## config.mk

```make
export PLATFORM = sky130hd
export DESIGN_NAME = sysid_reader
export DESIGN_NICKNAME = d
export VERILOG_FILES = /design/src/rtl/sysid_reader.sv
export SDC_FILE = /design/constraint.sdc
export NUM_CORES = 1
export LEC_CHECK = 0
export BUFFER_PORTS_ARGS = -buffer_cell sky130_fd_sc_hd__buf_4
export CAP_MARGIN = 20
export CELL_PAD_IN_SITES_DETAIL_PLACEMENT = 0
export CELL_PAD_IN_SITES_GLOBAL_PLACEMENT = 1
export CORE_AREA = 3 3 117 119
export CTS_CLUSTER_SIZE = 40
export DETAILED_ROUTE_END_ITERATION = 8
export DIE_AREA = 0 0 120 122
export GPL_TIMING_DRIVEN = 0
export PLACE_DENSITY_LB_ADDON = 0.1
export SLEW_MARGIN = 10
export SYNTH_ARGS = -nofsm -noshare
export SYNTH_HDL_FRONTEND = slang
export SYNTH_SLANG_ARGS = --single-unit
```

## constraint.sdc

```tcl
create_clock -name clock -period 2.9 [get_ports clock]
set_clock_uncertainty 0.2 [all_clocks]
set_input_delay 0.725 -clock clock [delete_from_list [all_inputs] [get_ports clock]]
set_output_delay 0.725 -clock clock [all_outputs]
set_load 0.01 [all_outputs]
```

## src/rtl/sysid_reader.sv

```systemverilog
// Avalon-MM read master that fetches the system-ID word and build timestamp,
// checks both against build-time constants and reports pass/fail/timeout.
module sysid_reader #(
  parameter logic [31:0] EXPECTED_ID  = 32'd0,
  parameter logic [31:0] EXPECTED_TS  = 32'd1520954411,
  parameter int          READ_LATENCY = 0,
  parameter int          TIMEOUT      = 255
) (
  input  logic        clock,
  input  logic        reset_n,
  input  logic        start,
  output logic        address,
  output logic        read,
  input  logic        waitrequest,
  input  logic [31:0] readdata,
  output logic        busy,
  output logic        done,
  output logic        id_ok,
  output logic        ts_ok,
  output logic        timeout,
  output logic [31:0] id_value,
  output logic [31:0] ts_value
);

  typedef enum logic [2:0] {
    S_IDLE    = 3'd0,
    S_RD_ID   = 3'd1,
    S_WAIT_ID = 3'd2,
    S_RD_TS   = 3'd3,
    S_WAIT_TS = 3'd4,
    S_DONE    = 3'd5
  } state_t;

  localparam logic [15:0] STALL_LAST = 16'(TIMEOUT - 1);
  localparam int          LAT_LAST_I = (READ_LATENCY > 0) ? (READ_LATENCY - 1) : 0;
  localparam logic [2:0]  LAT_LAST   = 3'(LAT_LAST_I);

  state_t      r_state;
  logic [15:0] r_stall_cnt;
  logic [2:0]  r_lat_cnt;
  logic        r_address;
  logic        r_read;
  logic        r_busy;
  logic        r_done;
  logic        r_id_ok;
  logic        r_ts_ok;
  logic        r_timeout;
  logic [31:0] r_id_value;
  logic [31:0] r_ts_value;

  state_t      w_state_nxt;
  logic        w_accept;
  logic        w_stall_hit;
  logic        w_lat_hit;
  logic        w_cap_id;
  logic        w_cap_ts;
  logic        w_tmo;
  logic [15:0] w_stall_nxt;
  logic [2:0]  w_lat_nxt;
  logic        w_address_nxt;
  logic        w_read_nxt;
  logic        w_busy_nxt;
  logic        w_done_nxt;
  logic        w_id_ok_nxt;
  logic        w_ts_ok_nxt;
  logic        w_timeout_nxt;
  logic [31:0] w_id_value_nxt;
  logic [31:0] w_ts_value_nxt;

  assign w_accept    = r_read & ~waitrequest;
  assign w_stall_hit = r_read & waitrequest & (r_stall_cnt == STALL_LAST);
  assign w_lat_hit   = (r_lat_cnt == LAT_LAST);

  always_ff @(posedge clock or negedge reset_n) begin
    if (!reset_n) begin
      r_state     <= S_IDLE;
      r_stall_cnt <= 16'd0;
      r_lat_cnt   <= 3'd0;
      r_address   <= 1'b0;
      r_read      <= 1'b0;
      r_busy      <= 1'b0;
      r_done      <= 1'b0;
      r_id_ok     <= 1'b0;
      r_ts_ok     <= 1'b0;
      r_timeout   <= 1'b0;
      r_id_value  <= 32'd0;
      r_ts_value  <= 32'd0;
    end else begin
      r_state     <= w_state_nxt;
      r_stall_cnt <= w_stall_nxt;
      r_lat_cnt   <= w_lat_nxt;
      r_address   <= w_address_nxt;
      r_read      <= w_read_nxt;
      r_busy      <= w_busy_nxt;
      r_done      <= w_done_nxt;
      r_id_ok     <= w_id_ok_nxt;
      r_ts_ok     <= w_ts_ok_nxt;
      r_timeout   <= w_timeout_nxt;
      r_id_value  <= w_id_value_nxt;
      r_ts_value  <= w_ts_value_nxt;
    end
  end

  always_comb begin
    w_state_nxt = r_state;
    w_cap_id    = 1'b0;
    w_cap_ts    = 1'b0;
    w_tmo       = 1'b0;
    case (r_state)
      S_IDLE, S_DONE: begin
        if (start) w_state_nxt = S_RD_ID;
        else       w_state_nxt = r_state;
      end
      S_RD_ID: begin
        // Acceptance wins over timeout on the final allowed cycle.
        if (w_accept) begin
          if (READ_LATENCY == 0) begin
            w_cap_id    = 1'b1;
            w_state_nxt = S_RD_TS;
          end else begin
            w_state_nxt = S_WAIT_ID;
          end
        end else if (w_stall_hit) begin
          w_tmo       = 1'b1;
          w_state_nxt = S_DONE;
        end else begin
          w_state_nxt = S_RD_ID;
        end
      end
      S_WAIT_ID: begin
        if (w_lat_hit) begin
          w_cap_id    = 1'b1;
          w_state_nxt = S_RD_TS;
        end else begin
          w_state_nxt = S_WAIT_ID;
        end
      end
      S_RD_TS: begin
        if (w_accept) begin
          if (READ_LATENCY == 0) begin
            w_cap_ts    = 1'b1;
            w_state_nxt = S_DONE;
          end else begin
            w_state_nxt = S_WAIT_TS;
          end
        end else if (w_stall_hit) begin
          w_tmo       = 1'b1;
          w_state_nxt = S_DONE;
        end else begin
          w_state_nxt = S_RD_TS;
        end
      end
      S_WAIT_TS: begin
        if (w_lat_hit) begin
          w_cap_ts    = 1'b1;
          w_state_nxt = S_DONE;
        end else begin
          w_state_nxt = S_WAIT_TS;
        end
      end
      default: w_state_nxt = S_IDLE;
    endcase

    if (w_state_nxt != r_state) w_stall_nxt = 16'd0;
    else if (r_read && waitrequest) w_stall_nxt = r_stall_cnt + 16'd1;
    else w_stall_nxt = r_stall_cnt;

    if ((w_state_nxt == r_state) && ((r_state == S_WAIT_ID) || (r_state == S_WAIT_TS)))
      w_lat_nxt = r_lat_cnt + 3'd1;
    else
      w_lat_nxt = 3'd0;
  end

  always_comb begin
    w_id_value_nxt = w_cap_id ? readdata : r_id_value;
    w_ts_value_nxt = w_cap_ts ? readdata : r_ts_value;
    w_read_nxt     = (w_state_nxt == S_RD_ID) || (w_state_nxt == S_RD_TS);
    w_address_nxt  = (w_state_nxt == S_RD_TS) || (w_state_nxt == S_WAIT_TS);
    w_busy_nxt     = (w_state_nxt != S_IDLE) && (w_state_nxt != S_DONE);
    w_done_nxt     = (w_state_nxt == S_DONE);
    // Flags are evaluated once on DONE entry, held in DONE, cleared on restart.
    if (w_state_nxt == S_DONE) begin
      if (r_state != S_DONE) begin
        w_id_ok_nxt   = ~w_tmo & (w_id_value_nxt == EXPECTED_ID);
        w_ts_ok_nxt   = ~w_tmo & (w_ts_value_nxt == EXPECTED_TS);
        w_timeout_nxt = w_tmo;
      end else begin
        w_id_ok_nxt   = r_id_ok;
        w_ts_ok_nxt   = r_ts_ok;
        w_timeout_nxt = r_timeout;
      end
    end else begin
      w_id_ok_nxt   = 1'b0;
      w_ts_ok_nxt   = 1'b0;
      w_timeout_nxt = 1'b0;
    end
  end

  assign address  = r_address;
  assign read     = r_read;
  assign busy     = r_busy;
  assign done     = r_done;
  assign id_ok    = r_id_ok;
  assign ts_ok    = r_ts_ok;
  assign timeout  = r_timeout;
  assign id_value = r_id_value;
  assign ts_value = r_ts_value;

endmodule

```

==> results.toml <==
[synthesis]
synth_top_cell_by_area = "dfrtp_1"
yosys_most_used_dff = "dfrtp_1"
synth_warnings = 0
syn_area_sq_mm = 0.00419
synth_area_per_cell_sq_um = 13.5
synth_seq_area_share = 0.555
synthTopCellsByArea = "dfrtp_1 56%, mux2_2 17%, nor4_1 2.7%, nor3_2 2.4%, xnor2_1 2.1%"
synth_cell_type_count = 53
synth-edff-count = 0
syn_nets = 351
synthArstFlopShare = 1.00
yosysTopAreaCellShare = 0.555
synth_most_common_cell = "dfrtp_1"
synth_cells = 311
ys_ff_latch = 93
ys_top_cells_by_count = "93 x dfrtp_1, 63 x mux2_2, 18 x nor4_1"

[critical_path]
worst-path-buf-inv = 2
start_kind = "register"
crit_family = "compound AO/OA/AOI/OAI gates"
rr_worst_depth = 7
r2r_slack_ps = 400
slowest_delay_ps = 730
rr_startpoint = "r_lat_cnt[0]"
critical_path_class = "register to register"
path_cells = "inv_1 > ha_1 > nor2b_1 > nor3_1 > o41ai_4 > buf_4 > nor3_2"
timing.rr.end = "r_stall_cnt[10]"
required_ps = 2930
endpoint_kind = "register"
crit_slowest_cell = "o41ai_4"
cp_max_fo = 10
arrival_ps = 2530

[cts]
root_buffer = "clkbuf_16"
clk_pin_slew_ps = 70
post_cts_buffers = 0
clockBufferDepth = 2
cts_resized = 0
ctsHoldBuffers = 0
h-tree-depth = 3
cts_sinks = 93
cts_tree = "built"
insertion_delay_ps = 340
cts_inserted_buffers = 9

[drt]
drc = 0
ant_nets = 0
drt-initial-drc-count = 139
firstDrtPassIters = 4
via_per_inst = 4.87
drt_wl_total_um = 10800
dr_total_vias = 2954
wl_per_cell_um = 17.9

[timing]
timing.hold.ws_ps = 156
worst_pin_slew_ps = 739
relSlewSlack = 0.504
tns_ps = 0
finalSetupViolations = 0
grt_setup_unrepaired = "false"
final_hold_viol_count = 0
finalMaxSlewViolations = 0
finalCriticalPeriod_ps = 2500
period_share = 0.863
fmax_mhz = 400

[pwr]
power_per_cell_area_mw_per_mm2 = 1080
ir_worst_vdd_mv = 0.661
power_uw = 5970
leakage_uw = 0.00243

[floorplan]
die-area_sq_mm = 0.0146
initial_core_util = 0.331
die_w_um = 120
die_y_um = 122
pin_count = 107
num_rows = 41
core_area_sq_mm = 0.0127

[finish]
multi_input_area_sq_mm = 0.00175
fin_area_sq_mm = 0.00554
seq_area_sq_mm = 0.00233
stdcell_count = 606
antennaDiodeCount = 0
layout-drive-gt1-share = 0.507
n_fill_cell = 1237
syn_to_final_growth_pct = 32.3
num-nets-final = 469

[placement]
routabilityCongestion = 0.734
port_buffers = 106
dp.cells = 590
hpwl_um = 8090
placed_area_sq_mm = 0.00523

[min_path]
min_path_type = "input pin to asynchronous set/reset pin"

[global_routing]
grt_start_max_net_pins = 60
grt_first_pass_wirelength_um = 17500
gr-total-overflow = 0
grt_pass1_vias = 3176
track_usage = 0.155
antenna_found_initial = 0

[status]
status = "finished clean"

[flow_run]
cap_violations = 0
area by class of cell:
cell class / count / area share
Sequential cell: 93 / 0.420
Multi-Input combinational cell: 199 / 0.316
Timing Repair Buffer: 107 / 0.148
Clock buffer: 10 / 0.0413
Tap cell: 172 / 0.0388
Clock inverter: 6 / 0.0156
Buffer: 12 / 0.0156
Inverter: 7 / 0.00474
cells in the final DEF (no fill, tap or decap), types with 2 or more instances in the layout:
cell type / instances
a21oi_1: 3
and2_1: 3
and3_1: 4
buf_2: 3
buf_4: 112
buf_6: 2
bufinv_16: 2
clkbuf_1: 2
clkbuf_16: 9
clkinv_2: 2
dfrtp_1: 93
ha_1: 4
inv_1: 6
mux2_2: 63
nand2_1: 7
nand3_1: 8
nand4_1: 11
nand4_2: 2
nand4b_1: 2
nor2_1: 4
nor2b_1: 2
nor3_1: 7
nor3_2: 10
nor4_1: 18
nor4b_1: 2
o21ai_0: 3
o31ai_1: 2
or3_1: 2
or4_1: 2
xnor2_1: 10
xor2_1: 6
per-layer routing:
metal / vias up / global-route usage / share of wire
met1: 1488 / 0.191 / 0.43
li1: 1389 / - / -
met3: 11 / 0.0636 / 0.062
met2: 66 / 0.253 / 0.49
met4: 0 / 0.0429 / 0.013
met5: - / 0 / 0
per-stage QoR:
stage,utilization,worst slack [ps]
CTS,0.438,398
floorplan,-,738
finish,0.438,397
global route,0.438,233
detailed placement,0.413,256
global placement,0.410,280
power by group:
group	internal, uW	total, uW	leakage, uW	switching (uW)
clock network	756	1260	0.000153	505
registers	1830	2200	0.00114	367
logic	1380	2510	0.00114	1130
total	3970	5970	0.00243	2000
flip-flops by register name, summed over array words and instances, names as in the netlist:
register / cells
id_value: 32
r_state: 3
r_stall_cnt: 16
r_lat_cnt: 3
ts_ok: 1
address: 1
timeout: 1
ts_value: 32
read: 1
done: 1
busy: 1
id_ok: 1
cell families (layout without fill, tap and decap cells):
| logic type | after synthesis | after routing | share of synthesized area |
|---|---|---|---|
| simple gates | 96 | 96 | 0.162 |
| compound gates | 19 | 19 | 0.0388 |
| buf+inv | 19 | 142 | 0.0269 |
| fa+ha+maj | 4 | 4 | 0.0119 |
| flops | 93 | 93 | 0.555 |
| mux | 64 | 64 | 0.172 |
| xor+xnor | 16 | 16 | 0.0334 |
worst max-delay path by stage:
stage / depth (start not counted) / end / startpoint
2_1_floorplan: 6 / id_value[10] / waitrequest
3_3_place_gp: 7 / id_value[24] / waitrequest
3_5_place_dp: 5 / ts_value[29] / waitrequest
4_1_cts: 7 / r_stall_cnt[10] / r_lat_cnt[0]
5_1_grt: 7 / r_stall_cnt[10] / r_lat_cnt[0]
6_report: 7 / r_stall_cnt[10] / r_lat_cnt[0]
(Power assumes the default switching activity.)
